### config.mk
export PLATFORM = sky130hd
export DESIGN_NAME = instruction_decode
export DESIGN_NICKNAME = d
export VERILOG_FILES = /design/src/rtl/cpu_defs_pkg.sv /design/src/rtl/register_file.sv /design/src/rtl/instruction_decode.sv
export SDC_FILE = /design/constraint.sdc
export NUM_CORES = 2
export LEC_CHECK = 0
export CAP_MARGIN = 5
export CORE_ASPECT_RATIO = 1.4
export CORE_MARGIN = 1.5
export CORE_UTILIZATION = 62
export CTS_CLUSTER_DIAMETER = 150
export DETAILED_ROUTE_END_ITERATION = 10
export PLACE_DENSITY = 0.77
export SLEW_MARGIN = 20
export SYNTH_ARGS = -nofsm -noshare
export SYNTH_HDL_FRONTEND = slang
export SYNTH_SLANG_ARGS = --single-unit
### constraint.sdc
create_clock -name clk -period 7.4 [get_ports clk]
set_input_delay 1.48 -clock clk [delete_from_list [all_inputs] [get_ports clk]]
set_output_delay 1.48 -clock clk [all_outputs]
set_load 0.02 [all_outputs]
### src/rtl/cpu_defs_pkg.sv
// Shared RV32I decode constants: opcodes, ALU operation codes, fetch-select and writeback-select codes.
package cpu_defs_pkg;

  localparam logic [6:0] OP_LUI    = 7'b0110111;
  localparam logic [6:0] OP_AUIPC  = 7'b0010111;
  localparam logic [6:0] OP_JAL    = 7'b1101111;
  localparam logic [6:0] OP_JALR   = 7'b1100111;
  localparam logic [6:0] OP_BRANCH = 7'b1100011;
  localparam logic [6:0] OP_LOAD   = 7'b0000011;
  localparam logic [6:0] OP_STORE  = 7'b0100011;
  localparam logic [6:0] OP_IMM    = 7'b0010011;
  localparam logic [6:0] OP_REG    = 7'b0110011;
  localparam logic [6:0] OP_FENCE  = 7'b0001111;
  localparam logic [6:0] OP_SYSTEM = 7'b1110011;

  localparam logic [3:0] ALU_ADD    = 4'd0;
  localparam logic [3:0] ALU_SUB    = 4'd1;
  localparam logic [3:0] ALU_SLL    = 4'd2;
  localparam logic [3:0] ALU_SLT    = 4'd3;
  localparam logic [3:0] ALU_SLTU   = 4'd4;
  localparam logic [3:0] ALU_XOR    = 4'd5;
  localparam logic [3:0] ALU_SRL    = 4'd6;
  localparam logic [3:0] ALU_SRA    = 4'd7;
  localparam logic [3:0] ALU_OR     = 4'd8;
  localparam logic [3:0] ALU_AND    = 4'd9;
  localparam logic [3:0] ALU_PASS_B = 4'd10;

  localparam logic [1:0] BR_PC4    = 2'b00;
  localparam logic [1:0] BR_TARGET = 2'b01;
  localparam logic [1:0] BR_ALU    = 2'b10;

  localparam logic [1:0] WB_ALU = 2'b00;
  localparam logic [1:0] WB_MEM = 2'b01;
  localparam logic [1:0] WB_PC4 = 2'b10;

  // alt selects SUB/SRA over ADD/SRL (instruction bit 30)
  function automatic logic [3:0] alu_from_funct3(logic [2:0] funct3, logic alt);
    logic [3:0] op;
    case (funct3)
      3'b000:  op = alt ? ALU_SUB : ALU_ADD;
      3'b001:  op = ALU_SLL;
      3'b010:  op = ALU_SLT;
      3'b011:  op = ALU_SLTU;
      3'b100:  op = ALU_XOR;
      3'b101:  op = alt ? ALU_SRA : ALU_SRL;
      3'b110:  op = ALU_OR;
      default: op = ALU_AND;
    endcase
    return op;
  endfunction

endpackage

### src/rtl/register_file.sv
// Architectural register file: synchronous write, asynchronous read, x0 hardwired to zero,
// optional same-cycle write-to-read forwarding.
module register_file #(
  parameter int unsigned XLEN    = 32,
  parameter int unsigned REG_NUM = 32,
  parameter bit          BYPASS  = 1'b1,
  localparam int unsigned AW     = $clog2(REG_NUM)
) (
  input  logic            clk,
  input  logic            rst_n,
  input  logic            wb_en,
  input  logic [AW-1:0]   wb_addr,
  input  logic [XLEN-1:0] wb_data,
  input  logic [AW-1:0]   rs1_addr,
  input  logic [AW-1:0]   rs2_addr,
  output logic [XLEN-1:0] rs1_data,
  output logic [XLEN-1:0] rs2_data
);

  logic [XLEN-1:0] regs [REG_NUM];

  always_ff @(posedge clk) begin
    if (!rst_n) begin
      regs <= '{default: '0};
    end else if (wb_en && wb_addr != '0) begin
      regs[wb_addr] <= wb_data;
    end
  end

  function automatic logic [XLEN-1:0] read_port(logic [AW-1:0] addr);
    logic [XLEN-1:0] val;
    if (!rst_n || addr == '0) begin
      val = '0;
    end else if (BYPASS && wb_en && wb_addr == addr) begin
      val = wb_data;
    end else begin
      val = regs[addr];
    end
    return val;
  endfunction

  always_comb begin
    rs1_data = read_port(rs1_addr);
    rs2_data = read_port(rs2_addr);
  end

endmodule

### src/rtl/instruction_decode.sv
// RV32I decode stage: register operands, immediate, control signals and the branch
// decision returned to fetch.
module instruction_decode
  import cpu_defs_pkg::*;
#(
  parameter int unsigned XLEN    = 32,
  parameter int unsigned REG_NUM = 32,
  parameter bit          BYPASS  = 1'b1
) (
  input  logic            clk,
  input  logic            rst_n,
  input  logic [31:0]     instruction,
  input  logic [XLEN-1:0] pc,
  input  logic            wb_en,
  input  logic [4:0]      wb_addr,
  input  logic [XLEN-1:0] wb_data,
  output logic [XLEN-1:0] rs1_data,
  output logic [XLEN-1:0] rs2_data,
  output logic [XLEN-1:0] imm,
  output logic [4:0]      rd_addr,
  output logic [3:0]      alu_ctrl,
  output logic            alu_src_a,
  output logic            alu_src_b,
  output logic            mem_read,
  output logic            mem_write,
  output logic [2:0]      mem_funct3,
  output logic [1:0]      wb_sel,
  output logic            reg_write,
  output logic [1:0]      branch,
  output logic            illegal
);

  logic [6:0]  opcode;
  logic [2:0]  funct3;
  logic [6:0]  funct7;
  logic [31:0] imm_i, imm_s, imm_b, imm_u, imm_j;
  logic        taken;

  // pc feeds the ALU downstream via alu_src_a; decode itself never looks at it
  logic unused_pc;
  assign unused_pc = ^pc;

  assign opcode     = instruction[6:0];
  assign funct3     = instruction[14:12];
  assign funct7     = instruction[31:25];
  assign rd_addr    = instruction[11:7];
  assign mem_funct3 = funct3;

  assign imm_i = {{20{instruction[31]}}, instruction[31:20]};
  assign imm_s = {{20{instruction[31]}}, instruction[31:25], instruction[11:7]};
  assign imm_b = {{19{instruction[31]}}, instruction[31], instruction[7], instruction[30:25],
                  instruction[11:8], 1'b0};
  assign imm_u = {instruction[31:12], 12'b0};
  assign imm_j = {{11{instruction[31]}}, instruction[31], instruction[19:12], instruction[20],
                  instruction[30:21], 1'b0};

  register_file #(
    .XLEN    (XLEN),
    .REG_NUM (REG_NUM),
    .BYPASS  (BYPASS)
  ) u_register_file (
    .clk      (clk),
    .rst_n    (rst_n),
    .wb_en    (wb_en),
    .wb_addr  (wb_addr),
    .wb_data  (wb_data),
    .rs1_addr (instruction[19:15]),
    .rs2_addr (instruction[24:20]),
    .rs1_data (rs1_data),
    .rs2_data (rs2_data)
  );

  always_comb begin
    unique case (funct3)
      3'b000:  taken = (rs1_data == rs2_data);
      3'b001:  taken = (rs1_data != rs2_data);
      3'b100:  taken = ($signed(rs1_data) < $signed(rs2_data));
      3'b101:  taken = ($signed(rs1_data) >= $signed(rs2_data));
      3'b110:  taken = (rs1_data < rs2_data);
      3'b111:  taken = (rs1_data >= rs2_data);
      default: taken = 1'b0;
    endcase
  end

  always_comb begin
    imm       = '0;
    alu_ctrl  = ALU_ADD;
    alu_src_a = 1'b0;
    alu_src_b = 1'b0;
    mem_read  = 1'b0;
    mem_write = 1'b0;
    wb_sel    = WB_ALU;
    reg_write = 1'b0;
    branch    = BR_PC4;
    illegal   = 1'b0;
    case (opcode)
      OP_LUI: begin
        imm = imm_u; alu_ctrl = ALU_PASS_B; alu_src_b = 1'b1; reg_write = 1'b1;
      end
      OP_AUIPC: begin
        imm = imm_u; alu_src_a = 1'b1; alu_src_b = 1'b1; reg_write = 1'b1;
      end
      OP_JAL: begin
        imm = imm_j; wb_sel = WB_PC4; reg_write = 1'b1; branch = BR_TARGET;
      end
      OP_JALR: begin
        imm = imm_i; alu_src_b = 1'b1; wb_sel = WB_PC4; reg_write = 1'b1; branch = BR_ALU;
        illegal = (funct3 != 3'b000);
      end
      OP_BRANCH: begin
        imm = imm_b; alu_ctrl = ALU_SUB; branch = taken ? BR_TARGET : BR_PC4;
        illegal = (funct3[2:1] == 2'b01);
      end
      OP_LOAD: begin
        imm = imm_i; alu_src_b = 1'b1; mem_read = 1'b1; reg_write = 1'b1; wb_sel = WB_MEM;
        illegal = (funct3 == 3'b011) || (funct3[2:1] == 2'b11);
      end
      OP_STORE: begin
        imm = imm_s; alu_src_b = 1'b1; mem_write = 1'b1;
        illegal = funct3[2] || (funct3 == 3'b011);
      end
      OP_IMM: begin
        imm = imm_i; alu_src_b = 1'b1; reg_write = 1'b1;
        alu_ctrl = alu_from_funct3(funct3, (funct3 == 3'b101) && funct7[5]);
        illegal = ((funct3 == 3'b001) && (funct7 != 7'h00)) ||
                  ((funct3 == 3'b101) && (funct7 != 7'h00) && (funct7 != 7'h20));
      end
      OP_REG: begin
        reg_write = 1'b1;
        alu_ctrl  = alu_from_funct3(funct3, funct7[5]);
        illegal   = !((funct7 == 7'h00) ||
                      ((funct7 == 7'h20) && ((funct3 == 3'b000) || (funct3 == 3'b101))));
      end
      OP_FENCE:  illegal = (funct3 != 3'b000);
      // only ECALL and EBREAK; CSR instructions are outside RV32I
      OP_SYSTEM: illegal = (instruction != 32'h0000_0073) && (instruction != 32'h0010_0073);
      default:   illegal = 1'b1;
    endcase
    if (illegal) begin
      reg_write = 1'b0;
      mem_read  = 1'b0;
      mem_write = 1'b0;
      branch    = BR_PC4;
    end
  end

endmodule

==> metrics.txt <==
# TYPE chip_impl_metric gauge
chip_impl_metric{name="first_pass_grt_wire_length",unit="mm"} 306.7
chip_impl_info{name="run_status",value="finished clean"} 1
chip_impl_metric{name="number_of_antenna_violations_at_the_first_check_in_global_routing",unit=""} 7
chip_impl_metric{name="worstRegToRegCells",unit=""} 2
chip_impl_metric{name="clk_pin_slew_worst_paths",unit="ps"} 60
chip_impl_info{name="largest_registers",value="u_register_file.regs: 1024 flops"} 1
chip_impl_metric{name="power.density",unit="nW/µm²"} 188.1
chip_impl_info{name="cp_top_family",value="buffers and inverters"} 1
chip_impl_metric{name="sequentialPowerShare",unit="%"} 46.0
chip_impl_metric{name="r2r_setup_slack",unit="ps"} 6600
chip_impl_metric{name="critPathArrivalTime",unit="ps"} 5840
chip_impl_metric{name="finalSetupViolCount",unit=""} 0
chip_impl_metric{name="post_synth.cell_area_avg",unit="µm²"} 9.652
chip_impl_metric{name="comb_power_share",unit="%"} 10.3
chip_impl_metric{name="postSynth.asyncResetShare",unit="%"} 0
chip_impl_metric{name="grt_pass1_vias",unit=""} 49220
chip_impl_metric{name="min_delay_path_depth",unit=""} 2
chip_impl_info{name="commonest_cells_after_routing_fill_and_taps_aside",value="nand2_1, dfxtp_1, a21boi_0, mux4_2, buf_4"} 1
chip_impl_metric{name="netlist_instances",unit=""} 5840
chip_impl_metric{name="critical_path_buf_inv_count",unit=""} 7
chip_impl_metric{name="finalMaxSlewViolations",unit=""} 0
chip_impl_metric{name="die_w",unit="µm"} 257.8
chip_impl_metric{name="remaining_max_slew_budget_at_the_tightest_pin",unit="%"} 22.73
chip_impl_metric{name="detailed_place.area",unit="µm²"} 60990
chip_impl_metric{name="cts_num_sinks",unit=""} 1024
chip_impl_info{name="crit_path_end_kind",value="primary output"} 1
chip_impl_metric{name="io-pin-count",unit=""} 222
chip_impl_info{name="path_cells",value="buf_8 > buf_16 > buf_4 > mux4_2 > mux4_2 > mux2i_1 > nand2_1 > o211ai_2 > ha_1 > a21oi_1 > o21ai_0 > buf_4 > a221oi_2 > o21bai_1 > buf_4 > nor2_1 > buf_4 > o2111ai_1 > o31ai_1 > buf_2"} 1
chip_impl_metric{name="grt_usage",unit="%"} 44.89
chip_impl_metric{name="clk_lat_worst_skew",unit="ps"} 720
chip_impl_metric{name="chipHeight",unit="µm"} 359.8
chip_impl_metric{name="critical_path_cell_count",unit=""} 20
chip_impl_metric{name="timing_hold_violations_final",unit=""} 0
chip_impl_metric{name="grt_start_max_net_pins",unit=""} 260
chip_impl_metric{name="routed_length_per_instance",unit="µm"} 29.33
chip_impl_metric{name="design_area_final",unit="µm²"} 64520
chip_impl_metric{name="ff_latch_area",unit="µm²"} 20500
chip_impl_metric{name="die_area",unit="µm²"} 92760
chip_impl_metric{name="grt.met1_usage",unit="%"} 51.11
chip_impl_metric{name="ys_seq_elements",unit=""} 1024
chip_impl_metric{name="rows",unit=""} 130
chip_impl_info{name="ctsRootBufferMaster",value="clkbuf_16"} 1
chip_impl_info{name="crit_slowest_cell",value="mux4_2"} 1
chip_impl_metric{name="detail_route.wirelength",unit="mm"} 209.7
chip_impl_info{name="gr-max-usage-layer",value="met2"} 1
chip_impl_metric{name="post_synth_instance_area",unit="µm²"} 56370
chip_impl_info{name="tritoncts",value="yes"} 1
chip_impl_metric{name="max-clock-path-buffers",unit=""} 3
chip_impl_info{name="critPathMostFrequentCell",value="buf_4"} 1
chip_impl_info{name="r2r-start",value="u_register_file.regs[650]$_SDFFE_PN0P_"} 1
chip_impl_metric{name="cts-htree-levels",unit=""} 3
chip_impl_metric{name="core_area",unit="µm²"} 89950
chip_impl_metric{name="final_layout_size_suffix_gt1_share",unit="%"} 22.71
chip_impl_metric{name="power.static_leakage",unit="nW"} 21.91
chip_impl_metric{name="largest_reg_flops",unit=""} 1024
chip_impl_metric{name="filler_cell_count",unit=""} 6374
chip_impl_metric{name="min_period_over_period",unit="%"} 98.92
chip_impl_metric{name="routabilityCongestion",unit=""} 0.9954
chip_impl_metric{name="postLayoutSetupSlackWorst",unit="ps"} 79.57
chip_impl_metric{name="initialDrtViolationCount",unit=""} 6582
chip_impl_info{name="rr_endpoint",value="u_register_file.regs[650]$_SDFFE_PN0P_"} 1
chip_impl_metric{name="synth-seq-area-share",unit="%"} 36.37
chip_impl_metric{name="synth_nets",unit=""} 5976
chip_impl_metric{name="finalCriticalPeriod",unit="ps"} 7320
chip_impl_metric{name="max_slew.worst_pin.slew",unit="ps"} 1155
chip_impl_metric{name="dpl.hpwl",unit="mm"} 130.1
chip_impl_metric{name="initial_utilization",unit="%"} 62.66
chip_impl_info{name="worst_hold_path_type",value="flip-flop to flip-flop"} 1
chip_impl_metric{name="power.switching",unit="mW"} 3.045
chip_impl_metric{name="worst_clock_skew",unit="ps"} 0
chip_impl_metric{name="cts_buffers",unit=""} 99
chip_impl_metric{name="internal_power",unit="mW"} 9.094
chip_impl_metric{name="vias_per_cell",unit=""} 6.918
chip_impl_metric{name="detail_route.first_pass.iterations",unit=""} 8
chip_impl_metric{name="hold_buffers",unit=""} 0
chip_impl_info{name="largest-register",value="u_register_file.regs"} 1
chip_impl_metric{name="final_nets",unit=""} 6023
chip_impl_metric{name="cp_max_fo",unit=""} 16
chip_impl_metric{name="yosysWarningCount",unit=""} 0
chip_impl_metric{name="ys_types",unit=""} 69
chip_impl_info{name="terminating_pin_of_the_worst_hold_path",value="u_register_file.regs[249]$_SDFFE_PN0P_"} 1
chip_impl_metric{name="grt_use_met3",unit="%"} 13.51
chip_impl_metric{name="power.switching_fraction",unit="%"} 25.09
chip_impl_metric{name="multi_input_area",unit="µm²"} 33450
chip_impl_metric{name="place.port_buffers",unit=""} 189
chip_impl_info{name="worst_setup_path_start_kind",value="primary input"} 1
chip_impl_metric{name="synth-edff-count",unit=""} 0
chip_impl_metric{name="max-vdd-ir-drop",unit="mV"} 0.1998
chip_impl_info{name="critPathKind",value="primary input to primary output"} 1
chip_impl_metric{name="timing.max_cap.violations",unit=""} 0
chip_impl_metric{name="globalRouteMet2Util",unit="%"} 68.34
chip_impl_metric{name="share_clk_of_total_power",unit="%"} 43.8
chip_impl_metric{name="placement.setup.worst_slack",unit="ps"} -555.1
chip_impl_metric{name="gr-total-overflow",unit=""} 0
chip_impl_metric{name="vias",unit=""} 49450
chip_impl_metric{name="area_growth",unit="%"} 14.47
chip_impl_metric{name="critical_path_required_time",unit="ps"} 5920
chip_impl_metric{name="max_stage_delay",unit="ps"} 490
chip_impl_info{name="synth_flop_cell",value="dfxtp_1"} 1
chip_impl_metric{name="drc_errors",unit=""} 0
chip_impl_metric{name="max_clock_freq",unit="MHz"} 136.6
chip_impl_info{name="hold_path.startpoint",value="u_register_file.regs[249]$_SDFFE_PN0P_"} 1
chip_impl_info{name="layout.cells.most_common",value="nand2_1"} 1
chip_impl_metric{name="final_antenna_net_count",unit=""} 0
-- worst max-delay path by stage --
stage | from | to | slack, ps
floorplan | instruction[15] | branch[0] | 400
global placement | wb_addr[0] | branch[0] | -530
detailed placement | wb_addr[0] | branch[0] | -560
CTS | instruction[20] | branch[0] | 20
global route | instruction[20] | branch[0] | -4
finish | instruction[20] | branch[0] | 80
-- worst min-delay path, delay by kind of cell (launching register included) --
family	cells	cell delay [ps]
flip-flops	1	320
AND/OR/NAND/NOR	1	50
AO/OA/AOI/OAI	1	50
-- Yosys cell counts, types with 3 or more instances --
cell,n,area [µm²]
mux2i_1,64,640.6
or4_1,3,22.52
or2_2,5,31.28
a21oi_1,12,60.06
xor2_1,9,78.83
clkbuf_2,17,85.08
dfxtp_1,1024,20500
nor3_1,8,40.04
nand4_1,6,37.54
nor2b_1,10,62.56
mux4_2,640,14410
a21boi_1,210,1577
buf_6,20,225.2
inv_2,32,120.1
buf_1,33,123.9
and4_1,3,26.28
a211oi_1,35,262.8
o211ai_2,31,387.9
a22o_1,6,52.55
o21a_1,3,22.52
nand2b_1,4,25.02
o21ai_0,11,55.05
nand3b_1,3,22.52
nand4b_1,3,26.28
ha_1,32,400.4
nor4_1,4,25.02
and3_1,3,18.77
buf_4,12,90.09
nor3b_1,4,30.03
a21boi_0,783,5878
nand3_1,12,60.06
inv_1,4,15.01
nand2_1,2067,7759
and3b_1,3,26.28
buf_2,63,315.3
a21o_1,24,180.2
clkbuf_1,488,1832
and2_1,37,231.5
nor2_1,75,281.5
-- power groups by stage --
stage                     Clock [mW]  Combinational [mW]  Sequential (mW)
after global placement             0                1.18             5.70
final                           5.31                1.25             5.58
after global routing            5.52                1.28             5.58
after detailed placement           0                1.19             5.70
after CTS                       5.28                1.19             5.58
after floorplan                    0               0.727             5.69
-- routing by layer --
metal | vias up | routed length (µm)
li1 | 20520 | -
met1 | 23820 | 65960
met2 | 3769 | 93740
met3 | 1337 | 27790
met4 | 6 | 22150
met5 | - | 39
-- layout make-up --
type / instances / area share (%)
clock buffer: 138 / 4.441
timing repair buffer: 579 / 8.724
clock inverter: 33 / 0.6845
sequential: 1024 / 31.77
inverter: 36 / 0.2094
antenna: 4 / 0.01551
multi-input combinational: 4147 / 51.85
tap: 1188 / 2.304
-- per-stage QoR --
step                      power [mW]  TNS [ps]  instances  hold WS [ps]  util (%)
after detailed placement       6.889    -555.1       6963         457.4     67.80
after global placement         6.877    -528.7       6963         447.7     67.80
final                          12.14         0       7149         467.3     71.73
after CTS                      12.05         0       7136         465.8     71.54
after global routing           12.38    -4.106       7149         482.3     71.73
after floorplan                6.419         0       5840         442.2         -
-- timing repair --
action	in CTS	in global routing
endpoints found under the setup margin	1	1
cloned	0	0
buffers inserted	2	9
pin swaps	0	1
gates resized for setup	9	22
-- cells by family (layout without fill, tap and decap cells) --
| family | Yosys count | count (layout) | share of synthesized area [%] |
|---|---|---|---|
| AO/OA/AOI/OAI | 1138 | 1138 | 15.38 |
| XOR/XNOR | 11 | 11 | 0.1709 |
| adder cells (fa/ha/maj) | 32 | 32 | 0.7103 |
| buffers and inverters | 669 | 786 | 4.979 |
| flip-flops | 1024 | 1024 | 36.37 |
| multiplexers | 705 | 705 | 26.73 |
| other | 0 | 4 | 0 |
| AND/OR/NAND/NOR | 2261 | 2261 | 15.66 |
No activity file was read; power rests on OpenSTA's default activity.
